### src/rtl/cacheline_burst_pkg.sv
// cacheline_burst_pkg: shared state type and beat-count helper for the line/burst bridge
package cacheline_burst_pkg;

    typedef enum logic [1:0] {IDLE, WRITE, READ, DONE} cba_state_t;

    function automatic int beats(input int line_w, input int burst_w);
        return line_w / burst_w;
    endfunction

endpackage

### src/rtl/cacheline_burst_adaptor.sv
// cacheline_burst_adaptor: splits LLC lines into memory bursts and packs bursts back into lines
module cacheline_burst_adaptor
    import cacheline_burst_pkg::*;
#(
    parameter int LINE_WIDTH  = 256,
    parameter int BURST_WIDTH = 64,
    parameter int ADDR_WIDTH  = 32
) (
    input  logic                   clk,
    input  logic                   reset_n,
    input  logic [LINE_WIDTH-1:0]  line_i,
    output logic [LINE_WIDTH-1:0]  line_o,
    input  logic [ADDR_WIDTH-1:0]  address_i,
    input  logic [ADDR_WIDTH-1:0]  wb_address_i,
    input  logic                   read_i,
    input  logic                   write_i,
    output logic                   resp_o,
    output logic                   busy_o,
    input  logic [BURST_WIDTH-1:0] burst_i,
    output logic [BURST_WIDTH-1:0] burst_o,
    output logic [ADDR_WIDTH-1:0]  address_o,
    output logic                   read_o,
    output logic                   write_o,
    input  logic                   resp_i
);

    localparam int BEATS  = beats(LINE_WIDTH, BURST_WIDTH);
    localparam int OFFSET = $clog2(LINE_WIDTH / 8);
    localparam int CW     = $clog2(BEATS);
    localparam logic [ADDR_WIDTH-1:0] MASK = {{(ADDR_WIDTH-OFFSET){1'b1}}, {OFFSET{1'b0}}};

    if (LINE_WIDTH % BURST_WIDTH != 0 || BEATS < 2) begin : g_bad_params
        $error("cacheline_burst_adaptor: LINE_WIDTH must be a multiple of BURST_WIDTH with at least 2 beats");
    end

    cba_state_t                         state;
    logic [CW-1:0]                      cnt;
    logic [ADDR_WIDTH-1:0]              addr_q;
    logic [ADDR_WIDTH-1:0]              fill_addr;
    logic                               fill_pend;
    logic [BEATS-1:0][BURST_WIDTH-1:0]  buf_q;
    logic                               last;

    assign last      = cnt == CW'(BEATS - 1);
    assign line_o    = buf_q;
    assign address_o = addr_q;
    assign resp_o    = state == DONE;
    assign busy_o    = state != IDLE;
    assign read_o    = state == READ;
    assign write_o   = state == WRITE;
    assign burst_o   = (state == WRITE) ? buf_q[cnt] : '0;

    // Request capture, beat sequencing and line buffer updates
    always_ff @(posedge clk) begin
        if (!reset_n) begin
            state     <= IDLE;
            cnt       <= '0;
            addr_q    <= '0;
            fill_addr <= '0;
            fill_pend <= 1'b0;
            buf_q     <= '0;
        end else begin
            case (state)
                IDLE: if (read_i || write_i) begin
                    addr_q    <= (read_i && write_i ? wb_address_i : address_i) & MASK;
                    fill_addr <= address_i & MASK;
                    fill_pend <= read_i && write_i;
                    buf_q     <= write_i ? line_i : buf_q;
                    state     <= write_i ? WRITE : READ;
                end
                WRITE: if (resp_i) begin
                    cnt    <= last ? '0 : cnt + 1'b1;
                    state  <= !last ? WRITE : fill_pend ? READ : DONE;
                    addr_q <= (last && fill_pend) ? fill_addr : addr_q;
                end
                READ: if (resp_i) begin
                    buf_q[cnt] <= burst_i;
                    cnt        <= last ? '0 : cnt + 1'b1;
                    state      <= last ? DONE : READ;
                end
                default: state <= IDLE;
            endcase
        end
    end

endmodule
### config.mk
export PLATFORM = sky130hd
export DESIGN_NAME = cacheline_burst_adaptor
export DESIGN_NICKNAME = d
export VERILOG_FILES = /design/src/rtl/cacheline_burst_pkg.sv /design/src/rtl/cacheline_burst_adaptor.sv
export SDC_FILE = /design/constraint.sdc
export NUM_CORES = 1
export LEC_CHECK = 0
export CORE_AREA = 10 10 280 282
export CTS_CLUSTER_SIZE = 8
export DETAILED_ROUTE_END_ITERATION = 7
export DIE_AREA = 0 0 290 292
export DONT_BUFFER_PORTS = 1
export PLACE_DENSITY = 0.45
export SLEW_MARGIN = 0
export SYNTH_ARGS = -nofsm -noshare
export SYNTH_HDL_FRONTEND = slang
export SYNTH_SLANG_ARGS = --single-unit
### constraint.sdc
create_clock -name clk -period 2.8 [get_ports clk]
set_clock_uncertainty 0.15 [all_clocks]
set_input_delay 0.7 -clock clk [delete_from_list [all_inputs] [get_ports clk]]
set_output_delay 0.7 -clock clk [all_outputs]
set_load 0.005 [all_outputs]
==> summary.md, run 1 <==
| Metric | Value |
|---|---|
| Met2 wire length | ~44000 µm |
| Synth Instances | between 2000 and 2500 |
| Placed Cells | 2777 |
| Yosys top cell by area | dfxtp_1 |
| Gpl congestion | about 0.84 |
| Full die area | about 85000 µm² |
| DR iter-0 viols | 1383 |
| Routed vias/inst | 5.77 |
| Dominant synthesized flop cell | dfxtp_1 |
| Multi-input gate area | 10200 µm² |
| Crit path time final | approximately 2900 ps |
| Count leader, synth | a21oi_1 |
| Data required, critical path | roughly 2000 ps |
| WL met3 | 8910 µm |
| Max Cap Viol | 0 |
| Cell Pwr Density | about 1200 nW/µm² |
| Post-DR wirelength/cell | between 30 and 40 µm |
| CTS sink count | roughly 320 |
| Synth async-reset ratio | 0% |
| Area contributors post-synth | dfxtp_1 (36%), a21oi_1 (14%), a211oi_1 (9.5%), mux4_2 (8.3%), nor2b_1 (7.0%) |
| Total CTS buffers | 46 |
| Crit Path Class | flop to output pin |
| Worst path bufs/invs | 2 |
| Post-synthesis sequential area ratio | between 30% and 40% |
| Maximum clock insertion buffer count | 3 |
| CP cell instances | buf_12 > buf_16 > mux4_2 > and2_4 |
| Max Used Layer | met5 |
| Worst stage delay on the critical path | 560 ps |
| Worst IR Drop VDD | 886 µV |
| Root Driver | clkbuf_16 |
| Vias in the first global route | 16719 |
| Layout Area Growth over Synthesis | 15.8% |
| Rel. slew slack | between 20% and 30% |
| Library cells used by synthesis | 40 |
| FP Rows | 99 |
| Synth Warn # | 0 |
| Fin nets | approximately 2300 |
| Die H | slightly below 300 µm |
| Finished Layout Cells | around 2900 |
| Storage element area | ~6300 µm² |
| Avg Cell Area, Syn | ~8.6 µm² |
| Crit start category | flop |
| Post-DP HPWL | between 50000 and 60000 µm |
| Initial Util | 23.9% |
| First-pass GRT wire length | ~130000 µm |
| WL met1 | ~33000 µm |
| Drt drc | 0 |
| Core area | between 70000 and 80000 µm² |
| Worst setup margin | -105 ps |
| Routed wire length | 89200 µm |
| Crit share post-route | 104% |
| Slew @ Worst Pin | ~1200 ps |
| Die width | roughly 290 µm |
| Fmax | about 340 MHz |
| TNS Setup | -2840 ps |
| Hold Crit Class | input port to flop |
| Ports | between 700 and 800 |
| DR pass1 iterations | 7 |
| Via count | around 17000 |
| Filler cells | about 7800 |
| Crit path max-delay cell type | mux4_2 |
| Worst hold slack | 109 ps |
| Clock slew at reported path FFs | 60 ps |
| Total gr overflow | 0 |
| Yosys reg bits | about 320 |
| Worst skew pair latency | a little under 600 ps |
| PortBufs | 0 |
| RSZ-0062 raised after global routing | yes |
| Critical path fanouts, max | 15 |
| Final Util | between 20% and 30% |
| Failing checks | setup timing |
| Mapped cell area | 17400 µm² |
| Outcome | finished with violations |
| Hold Vio Cnt, Final | 0 |
| Final setup vio count | 50 |
| Top cell type's share of synthesized area | 36.3% |
| Pin count of the biggest net entering global routing | ~140 |
| Max Slew Vio Count | 0 |
| WP data arrival | roughly 2100 ps |
| Worst path top cell family by delay | multiplexers |
| TritonCTS clock tree | built |
| Number of enable flip-flop cells after synthesis | 0 |
| Crit. End Element | output pin |
| Commonest cells post-synth | a21oi_1 (479), dfxtp_1 (315), a211oi_1 (219) |
| Layout cells sized above 1 | between 10% and 20% |
| Total GRT Usage | about 20% |
| Antenna violations before repair | 14 |
| LEAKAGE | a little under 7 nW |
| Post-DRT Antenna Nets | 0 |
| H-tree Lvls | 2 |
-- registers in the layout (all words and copies together) (netlist names) --
signal and cells:
state 2, address_o 27, cnt 2, fill_pend 1
fill_addr 27, line_o 256
-- metrics by stage --
step / instance area [µm²] / setup slack [ps] / power, mW
floorplan: 17400 / 371 / 15.2
global placement: 18100 / 239 / 18.8
detailed placement: 18100 / 178 / 19.1
CTS: 20000 / -155 / 24.9
global route: 20100 / -184 / 26.2
finish: 20100 / -105 / 24.8
-- power by group --
group	internal [mW]	switching [mW]	leakage, nW	total [mW]
Clock	3.01	2.14	0.616	5.16
Sequential	6.38	2.52	2.61	8.90
Combinational	4.21	6.54	3.60	10.8
-- layout by cell type (no fill, tap or decap), types with 3 or more instances in the layout --
master and instances:
nor2b_1 193, clkbuf_16 48, buf_8 3, buf_6 5, and2_4 71, ha_1 7, nand3_1 66, diode_2 14
nand2b_1 66, o32ai_2 20, a21oi_1 478, a211oi_1 217, buf_16 8, a21bo_4 4, dfxtp_1 313, a311oi_1 64
o32ai_1 7, mux4_2 64, inv_1 5, nor2_1 3, and3_1 27, a21o_1 27, nand2_1 113, buf_4 28
conb_1 5, buf_12 21
-- final timing paths --
path	from	end	slack, ps	cells after the start
max	cnt[1]	burst_o[39]	-100	4
min	address_i[9]	fill_addr[9]	110	2
max reg2reg	cnt[1]	line_o[0]	100	8
min reg2reg	fill_addr[29]	fill_addr[29]	300	2
-- cells by family after synthesis --
group	after synthesis	synth area share, %
compound gates	829	30.6
fa+ha+maj	11	0.792
buf+inv	247	6.34
flops	315	36.3
mux	66	8.44
other cells	1	0.0216
simple gates	542	17.5
-- worst register-to-register path: stages (launching register included) --
cell	delay, ps
dfxtp_4	360
buf_12	130
buf_12	120
buf_4	140
inv_1	70
ha_1	170
and2_4	920
a21oi_1	270
a211oi_1	280
-- repair_timing --
action,CTS,global route
cloned,7,1
setup buffers,17,0
endpoints found under the setup margin,65,76
pin swaps,0,1
hold buffers,0,0
gates resized for setup,80,11
-- cell type report --
class / instances / area share [%]
Inverter: 6 / 0.149
Clock buffer: 51 / 6.02
Antenna cell: 14 / 0.174
Multi-Input combinational cell: 1453 / 50.9
Timing Repair Buffer: 68 / 5.18
Tap cell: 959 / 5.97
Clock inverter: 4 / 0.193
Sequential cell: 315 / 31.4
-- metal layers --
metal	vias up	track usage, %
met5	-	0
met1	8214	22.0
met4	4	7.15
met2	997	33.4
met3	181	6.83
li1	7172	-
Power figures use the tool's default switching activity.
==> run 2: changes to the inputs <==
Settings changed: PLACE_DENSITY 0.45 to unset.
==> summary.md, run 2 (synthesized netlist as in run 1, its figures left out) <==
| Metric | Value |
|---|---|
| Outcome | finished with violations |
| Vias in the first global route | roughly 17000 |
| Final Util | roughly 28% |
| Slew @ Worst Pin | 1180 ps |
| Most common cell after layout, fill and taps aside | a21oi_1 |
| Ports | ~750 |
| Worst slack, placed | ~63 ps |
| Fin nets | 2307 |
| Crit path time final | roughly 2900 ps |
| Total gr overflow | 0 |
| Routed wire length | between 90000 and 100000 µm |
| Gate power share | 43.8% |
| Post-DR wirelength/cell | 32.4 µm |
| WL met3 | between 9000 and 10000 µm |
| Layout Area Growth over Synthesis | 16.3% |
| Pint | about 14 mW |
| Data required, critical path | between 1500 and 2000 ps |
| CTS sink count | between 300 and 400 |
| Placed Cells | around 2800 |
| Gpl congestion | 0.911 |
| Die width | 290 µm |
| Post-DRT Antenna Nets | 0 |
| Layout cells sized above 1 | about 16% |
| RSZ-0062 raised after global routing | yes |
| Met2 wire length | 43400 µm |
| Most frequent cells in the layout | a21oi_1 (479), dfxtp_1 (313), a211oi_1 (219), nor2b_1 (193), nand2_1 (113) |
| PortBufs | 0 |
| DR iter-0 viols | 1653 |
| Crit share post-route | 104% |
| Worst hold slack | 124 ps |
| Post-DP HPWL | about 60000 µm |
| Max Cap Viol | 0 |
| Hold Crit Class | input port to flop |
| Hold Vio Cnt, Final | 0 |
| Net Sw Frac | ~46% |
| Fmax | 343 MHz |
| Crit Path Class | flop to output pin |
| First-pass GRT wire length | roughly 130000 µm |
| Cell Pwr Density | around 1200 nW/µm² |
| Die H | roughly 290 µm |
| Drt drc | 0 |
| Clock slew at reported path FFs | ~50 ps |
| Rel. slew slack | between 20% and 30% |
| Final setup vio count | 43 |
| Max Used Layer | met5 |
| Full die area | around 85000 µm² |
| Part of the power in registers | a little over a third |
| Maximum clock insertion buffer count | 3 |
| Clock Power Share | between 20 and 25% |
| FP Rows | 99 |
| Pin count of the biggest net entering global routing | approximately 140 |
| CTS Hold Bufs | 0 |
| Initial Util | a little under a quarter |
| Finished Layout Cells | approximately 2900 |
| Total CTS buffers | 46 |
| TritonCTS clock tree | built |
| Worst skew pair latency | about 560 ps |
| Crit path max-delay cell type | mux4_2 |
| LEAKAGE | 6.89 nW |
| WP data arrival | ~2100 ps |
| Critical path fanouts, max | 6 |
| CP cell instances | buf_12 > buf_16 > mux4_2 > and2_4 |
| Crit. End Element | output pin |
| Failing checks | setup timing |
| Total GRT Usage | about a fifth |
| Crit start category | flop |
| Via count | 17000 |
| WL met1 | ~36000 µm |
| Worst IR Drop VDD | 692 µV |
| Root Driver | clkbuf_16 |
| Filler cells | between 7000 and 8000 |
| Routed vias/inst | 5.89 |
| Antenna violations before repair | 18 |
| Worst setup margin | -114 ps |
| Max FFs per register | approximately 260 |
| DR pass1 iterations | 5 |
| Core area | 72600 µm² |
| H-tree Lvls | 2 |
| Worst stage delay on the critical path | between 600 and 700 ps |
| Max Slew Vio Count | 0 |
| P_sw | around 12 mW |
==> run 2: timing repair <==
| action | 4_1_cts | 5_1_grt |
|---|---|---|
| cloned | 7 | 1 |
| setup endpoints to repair | 64 | 124 |
| resized for setup | 78 | 25 |
| pin swaps | 6 | 0 |
| setup buffers | 27 | 3 |
==> run 2: layout make-up <==
type / count / area, µm² / share of cell area [%]
Multi-Input combinational cell: 1454 / 10200 / 50.6
Sequential cell: 315 / 6310 / 31.3
Timing Repair Buffer: 84 / 1170 / 5.79
Inverter: 6 / 30.0 / 0.149
Antenna cell: 10 / 25.0 / 0.124
Clock inverter: 3 / 18.8 / 0.0929
Tap cell: 959 / 1200 / 5.94
Clock buffer: 53 / 1220 / 6.03
==> run 2: power groups by stage <==
stage | Clock [mW] | Combinational (mW) | Sequential, mW
after floorplan | 0 | 7.51 | 7.71
after global placement | 0 | 10.0 | 9.09
after detailed placement | 0 | 10.2 | 9.08
after CTS | 5.20 | 10.8 | 9.01
after global routing | 5.35 | 11.8 | 9.17
final | 5.10 | 11.0 | 9.02
==> run 2: worst paths after layout <==
| path | startpoint | end | cells past startpoint | slack, ps |
|---|---|---|---|---|
| min reg2reg | fill_addr[14] | fill_addr[14] | 2 | 300 |
| min | address_i[23] | fill_addr[23] | 2 | 120 |
| max reg2reg | cnt[0] | line_o[66] | 6 | 20 |
| max | cnt[1] | burst_o[36] | 4 | -110 |
==> run 2: stage by stage <==
step	power (mW)	cell area [µm²]	TNS, ps
floorplan	15.2	17400	0
CTS	25.0	20200	-8160
detailed placement	19.3	18200	0
global placement	19.1	18200	0
global route	26.4	20200	-5130
finish	25.1	20200	-1950
==> run 2: layer usage <==
layer	vias up	global-route usage, %
met3	253	6.76
met5	-	0
met2	1230	32.8
met4	12	9.48
li1	7205	-
met1	8300	24.2
==> run 2: worst max-delay path, delay by kind of cell, from the launching register on <==
kind / cells / cell delay (ps)
DFF: 1 / 370
and+or+nand+nor: 1 / 190
buffers and inverters: 2 / 300
muxes: 1 / 620
